**src/rtl/fpga_config_loader.sv**
```systemverilog
// Bitstream loader for the fpga fabric.
// Takes configuration words over a valid/ready stream, drives the fabric's
// configs_in/configs_en bus one tile per word, then sequences ff_en and rdy
// once the settle and ready delays have elapsed. A start pulse in DONE (or
// ERROR) reloads the fabric without a reset.
// Optional feature macro: CFG_CHECKSUM_EN -- after the last tile one extra word
// is accepted and compared against the running XOR of all loaded words.
module fpga_config_loader #(
   parameter int unsigned CFG_W         = 224,
   parameter int unsigned NUM_TILES     = 43,
   parameter int unsigned EN_HOLD       = 2,
   parameter int unsigned SETTLE_CYCLES = 10,
   parameter int unsigned RDY_DELAY     = 10,
   localparam int unsigned IDX_W        = $clog2(NUM_TILES + 1)
) (
   input  logic                 clock,
   input  logic                 rst,
   input  logic                 start,
   input  logic [CFG_W-1:0]     cfg_data,
   input  logic                 cfg_valid,
   output logic                 cfg_ready,
   output logic [CFG_W-1:0]     configs_in,
   output logic [NUM_TILES-1:0] configs_en,
   output logic                 ff_en,
   output logic                 rdy,
   output logic                 busy,
   output logic [IDX_W-1:0]     tile_idx,
   output logic                 cfg_err
);

   localparam int unsigned HOLD_W = $clog2(EN_HOLD + 1);
   // A zero settle interval still needs a one-bit counter to compare against.
   localparam int unsigned SET_W  = (SETTLE_CYCLES > 0) ? $clog2(SETTLE_CYCLES + 1) : 1;
   localparam int unsigned DLY_W  = $clog2(RDY_DELAY + 1);

`ifdef CFG_CHECKSUM_EN
   typedef enum logic [2:0] {
      StIdle, StLoad, StStrobe, StCheck, StSettle, StWaitRdy, StDone, StError
   } state_e;
`else
   typedef enum logic [2:0] {
      StIdle, StLoad, StStrobe, StSettle, StWaitRdy, StDone
   } state_e;
`endif

   state_e               state_q, state_d;
   logic [CFG_W-1:0]     configs_in_q, configs_in_d;
   logic [NUM_TILES-1:0] configs_en_q, configs_en_d;
   logic                 ff_en_q, ff_en_d;
   logic                 rdy_q, rdy_d;
   logic [IDX_W-1:0]     tile_idx_q, tile_idx_d;
   logic [HOLD_W-1:0]    hold_q, hold_d;
   logic [SET_W-1:0]     settle_q, settle_d;
   logic [DLY_W-1:0]     dly_q, dly_d;
`ifdef CFG_CHECKSUM_EN
   logic [CFG_W-1:0]     csum_q, csum_d;
   logic                 cfg_err_q, cfg_err_d;
`endif

   // State and output registers; reset clears everything immediately, even mid-load.
   always_ff @(posedge clock or negedge rst) begin
      if (!rst) begin
         state_q      <= StIdle;
         configs_in_q <= '0;
         configs_en_q <= '0;
         ff_en_q      <= 1'b0;
         rdy_q        <= 1'b0;
         tile_idx_q   <= '0;
         hold_q       <= '0;
         settle_q     <= '0;
         dly_q        <= '0;
`ifdef CFG_CHECKSUM_EN
         csum_q       <= '0;
         cfg_err_q    <= 1'b0;
`endif
      end else begin
         state_q      <= state_d;
         configs_in_q <= configs_in_d;
         configs_en_q <= configs_en_d;
         ff_en_q      <= ff_en_d;
         rdy_q        <= rdy_d;
         tile_idx_q   <= tile_idx_d;
         hold_q       <= hold_d;
         settle_q     <= settle_d;
         dly_q        <= dly_d;
`ifdef CFG_CHECKSUM_EN
         csum_q       <= csum_d;
         cfg_err_q    <= cfg_err_d;
`endif
      end
   end

   // Next-state logic plus the state-decoded cfg_ready/busy outputs.
   always_comb begin
      state_d      = state_q;
      configs_in_d = configs_in_q;
      configs_en_d = configs_en_q;
      ff_en_d      = ff_en_q;
      rdy_d        = rdy_q;
      tile_idx_d   = tile_idx_q;
      hold_d       = hold_q;
      settle_d     = settle_q;
      dly_d        = dly_q;
`ifdef CFG_CHECKSUM_EN
      csum_d       = csum_q;
      cfg_err_d    = cfg_err_q;
`endif
      cfg_ready    = 1'b0;
      busy         = 1'b0;

      unique case (state_q)
         StIdle: begin
            if (start) begin
               tile_idx_d = '0;
`ifdef CFG_CHECKSUM_EN
               csum_d     = '0;
`endif
               state_d    = StLoad;
            end
         end

         StLoad: begin
            busy      = 1'b1;
            cfg_ready = 1'b1;
            if (cfg_valid) begin
               configs_in_d = cfg_data;
               configs_en_d = NUM_TILES'(1) << tile_idx_q;
               if (tile_idx_q < IDX_W'(NUM_TILES)) begin
                  tile_idx_d = tile_idx_q + IDX_W'(1);
               end
               hold_d  = '0;
`ifdef CFG_CHECKSUM_EN
               csum_d  = csum_q ^ cfg_data;
`endif
               state_d = StStrobe;
            end
         end

         StStrobe: begin
            busy = 1'b1;
            if (hold_q == HOLD_W'(EN_HOLD - 1)) begin
               configs_en_d = '0;
               if (tile_idx_q < IDX_W'(NUM_TILES)) begin
                  state_d = StLoad;
               end else begin
`ifdef CFG_CHECKSUM_EN
                  state_d  = StCheck;
`else
                  settle_d = '0;
                  state_d  = StSettle;
`endif
               end
            end else begin
               hold_d = hold_q + HOLD_W'(1);
            end
         end

`ifdef CFG_CHECKSUM_EN
         // The trailing word is consumed here and never strobed into the fabric.
         StCheck: begin
            busy      = 1'b1;
            cfg_ready = 1'b1;
            if (cfg_valid) begin
               if (cfg_data == csum_q) begin
                  settle_d = '0;
                  state_d  = StSettle;
               end else begin
                  cfg_err_d = 1'b1;
                  state_d   = StError;
               end
            end
         end
`endif

         StSettle: begin
            busy = 1'b1;
            if (settle_q == SET_W'(SETTLE_CYCLES)) begin
               ff_en_d = 1'b1;
               dly_d   = '0;
               state_d = StWaitRdy;
            end else begin
               settle_d = settle_q + SET_W'(1);
            end
         end

         StWaitRdy: begin
            busy = 1'b1;
            if (dly_q == DLY_W'(RDY_DELAY - 1)) begin
               rdy_d   = 1'b1;
               state_d = StDone;
            end else begin
               dly_d = dly_q + DLY_W'(1);
            end
         end

         StDone: begin
            if (start) begin
               ff_en_d    = 1'b0;
               rdy_d      = 1'b0;
               tile_idx_d = '0;
`ifdef CFG_CHECKSUM_EN
               csum_d     = '0;
`endif
               state_d    = StLoad;
            end
         end

`ifdef CFG_CHECKSUM_EN
         StError: begin
            if (start) begin
               cfg_err_d  = 1'b0;
               tile_idx_d = '0;
               csum_d     = '0;
               state_d    = StLoad;
            end
         end
`endif

         default: begin
            state_d = StIdle;
         end
      endcase
   end

   assign configs_in = configs_in_q;
   assign configs_en = configs_en_q;
   assign ff_en      = ff_en_q;
   assign rdy        = rdy_q;
   assign tile_idx   = tile_idx_q;
`ifdef CFG_CHECKSUM_EN
   assign cfg_err    = cfg_err_q;
`else
   assign cfg_err    = 1'b0;
`endif

endmodule

```
**config.mk**
```make
export PLATFORM = sky130hd
export DESIGN_NAME = fpga_config_loader
export DESIGN_NICKNAME = d
export VERILOG_FILES = /design/src/rtl/fpga_config_loader.sv
export SDC_FILE = /design/constraint.sdc
export NUM_CORES = 1
export LEC_CHECK = 0
export CORE_AREA = 2 2 198 200
export CTS_CLUSTER_DIAMETER = 50
export DETAILED_ROUTE_END_ITERATION = 8
export DIE_AREA = 0 0 200 202
export HOLD_SLACK_MARGIN = 0.05
export PLACE_DENSITY = 0.59
export SETUP_SLACK_MARGIN = 0.02
export SYNTH_ARGS = -nofsm -noshare
export SYNTH_HDL_FRONTEND = slang
export SYNTH_SLANG_ARGS = --single-unit
```
**constraint.sdc**
```tcl
create_clock -name clock -period 3.6 [get_ports clock]
set_input_delay 0.54 -clock clock [delete_from_list [all_inputs] [get_ports clock]]
set_output_delay 0.54 -clock clock [all_outputs]
set_load 0.01 [all_outputs]
```
==> flow_summary_export.csv <==
group,metric,value,unit
yosys,synth_fp_nets,1487,
routing,drc,0,
clock_tree,cts_buffer_depth,3,
status,status,"complete, no violations",
yosys,synth-seq-cells,288,
finish,nets,1979,
yosys,netlist_instances,1249,
sta,tightest_slew,0.636,ns
grt,grt.overflow.total,0,
power_and_ir_drop,clkPwrFrac,24.8,%
die,die_area,40400,µm²
yosys,synth-main-ff-cell,"dfrtp_1",
sta,fmax,373,MHz
worst_hold_path,hp-class,"flip-flop to flip-flop",
setup_path,crit_required,3.06,ns
power_and_ir_drop,power.switching,0.00504,W
clock_tree,cts_tree,"done",
run,maxCapViolations,0,
yosys,netlist_area,11300,µm²
sta,setup_viol,0,
place,dpl.hpwl,25900,µm
finish,final_cell_mix,"nand2_1, clkdlybuf4s50_1, dfrtp_1",
finish,drive_gt1_share,4.64,%
setup_path,cp-end-kind,"output port",
routing,firstDrtPassIters,4,
grt,track_usage,17.7,%
routing,ant_nets,0,
clock_tree,hold_buffers,1,
place,io_buffer_count,504,
yosys,synth.largest_area_cell,"dfrtp_1",
grt,antenna_found_initial,1,
place,place_area,16800,µm²
routing,avgRoutedWirePerCell,15.9,µm
place,gp_congestion,0.805,
yosys,async_flop_share,100,%
yosys,synth_edf_count,0,
power_and_ir_drop,p_seq_share,35.4,%
clock_tree,htree_num_levels,2,
grt,grt_pass1_vias,10100,
setup_path,worst_ep_arrival_time,2.14,ns
clock_tree,clkLatencyLatePin,0.53,ns
finish,syn_to_final_growth,60.7,%
die,initial_core_util,29.4,%
sta,tns,0,ns
finish,nFillCells,3660,
die,core-area,38300,µm²
sta,whs,0.468,ns
finish,final_util,47.3,%
clock_tree,cts_root_buffer,"clkbuf_16",
clock_tree,numCtsBuffers,38,
power_and_ir_drop,ir_drop,0.407,mV
sta,layout_min_cycle_time,2.68,ns
die,die_x,200,µm
sta,fin_crit_sh,74.4,%
clock_tree,cts_setup_buffers,0,
sta,grt_setup_unrepaired,"false",
setup_path,path_class,"flip-flop to output port",
yosys,synth_area_leaders,"dfrtp_1, nand2_1, o21ai_0",
yosys,ys_seq_area_share,64.0,%
finish,stdcell_area,18100,µm²
routing,avgViaCountPerCell,4.34,
clock_tree,postCtsResizedCells,0,
power_and_ir_drop,total_leakage_power,8.60,nW
grt,grt_max_degree,87,
power_and_ir_drop,pwr-share-comb,39.8,%
power_and_ir_drop,power.internal,0.00977,W
yosys,yosysWarningCount,0,
sta,slew_headroom,57.6,%
sta,final_hold_viol_count,0,
sta,slew_violations,0,
die,io_pins,506,
setup_path,start_kind,"flip-flop",
setup_path,critPathMaxFanout,12,
yosys,avgSynthCellArea,9.02,µm²
grt,grt_pass1_wl,55700,µm
finish,final_common_cell,"nand2_1",
power_and_ir_drop,power_density,819,nW/µm²
routing,wirelength,36300,µm
sta,fin_worst_skew,0.0119,ns
routing,route.vias.total,9922,
clock_tree,cts_sinks,288,
routing,drt_iter0_markers,421,
yosys,ys_types,40,
power_and_ir_drop,power.share.switching,34.0,%
die,num_rows,72,
yosys,yosysTopAreaCellShare,64.0,%
setup_path,setup.reg_to_reg.worst_slack,1.31,ns
clock_tree,path_clk_slew,0.05,ns
die,fp.dieH,202,µm
-- synthesized netlist by cell type (all sizes together) (2+ instances only) --
cell type,n
nor3b,3
a21o,3
inv,10
nand3b,4
a21oi,6
dfrtp,288
xnor2,2
clkbuf,36
nand2,742
o21ai,54
o31ai,11
mux2,2
nor2b,5
nand3,11
o211ai,2
o22a,2
ha,10
buf,29
or3,4
nor2,5
o21a,2
nand2b,4
and3,2
a31oi,2
-- layout make-up --
type / instances / area [µm²] / share of cell area (%)
well taps: 518 / 648 / 3.58
repair buffers: 517 / 5230 / 28.9
inverters: 10 / 37.5 / 0.207
flip-flops and latches: 288 / 7210 / 39.8
multi-input cells: 886 / 3730 / 20.6
clock inverters: 11 / 73.8 / 0.408
clock buffers: 54 / 1160 / 6.44
diodes: 1 / 2.50 / 0.0138
-- layer usage --
| metal | global-route usage (%) | vias up | wire length, µm |
|---|---|---|---|
| met4 | 6.08 | 0 | 820 |
| met3 | 6.34 | 60 | 3580 |
| li1 | - | 4858 | - |
| met2 | 29.7 | 338 | 17300 |
| met1 | 20.7 | 4666 | 14600 |
| met5 | 0 | - | 0 |
-- metrics by stage --
| step | cells | worst slack [ns] | power, W |
|---|---|---|---|
| floorplan | 1249 | 1.97 | 0.00771 |
| global placement | 2218 | 1.19 | 0.0112 |
| detailed placement | 2218 | 1.19 | 0.0113 |
| CTS | 2284 | 0.850 | 0.0151 |
| global route | 2285 | 0.769 | 0.0158 |
| finish | 2285 | 0.921 | 0.0148 |
-- worst paths after layout --
check	endpoint	startpoint	cells after the start
hold reg to reg	configs_in[30]	configs_in[30]	2
setup reg to reg	tile_idx[4]	state_q[0]	5
hold / removal	configs_in[30]	configs_in[30]	2
max in group asynchronous	configs_in[171]	rst	3
min in group asynchronous	configs_in[19]	rst	2
setup / recovery	cfg_ready	state_q[0]	2
-- flip-flops by register name, indices dropped and copies added, names as in the netlist --
name	cells
configs_in	224
configs_en	43
tile_idx	6
dly_q	4
settle_q	4
state_q	3
hold_q	2
ff_en	1
rdy	1
-- power groups by stage --
stage                     logic [W]  clock network (W)  registers, W
final                       0.00590            0.00367       0.00525
after global routing        0.00650            0.00391       0.00542
after CTS                   0.00602            0.00380       0.00526
after detailed placement    0.00599                  0       0.00528
after global placement      0.00593                  0       0.00525
after floorplan             0.00194                  0       0.00577
-- logic make-up (layout without fill, tap and decap cells) --
| kind of cell | Yosys count | in the layout | synth area share, % |
|---|---|---|---|
| xor+xnor | 3 | 3 | 0.233 |
| other cells | 1 | 2 | 0.0333 |
| buf+inv | 75 | 592 | 2.92 |
| mux | 2 | 2 | 0.200 |
| simple gates | 785 | 785 | 27.0 |
| flops | 288 | 288 | 64.0 |
| compound gates | 85 | 85 | 4.48 |
| fa+ha+maj | 10 | 10 | 1.11 |
-- critical path, stage by stage (launching register included) --
cell	delay, ns
dfrtp_1	0.54
nor3b_2	0.44
clkdlybuf4s50_1	0.63
(Power assumes the default switching activity.)
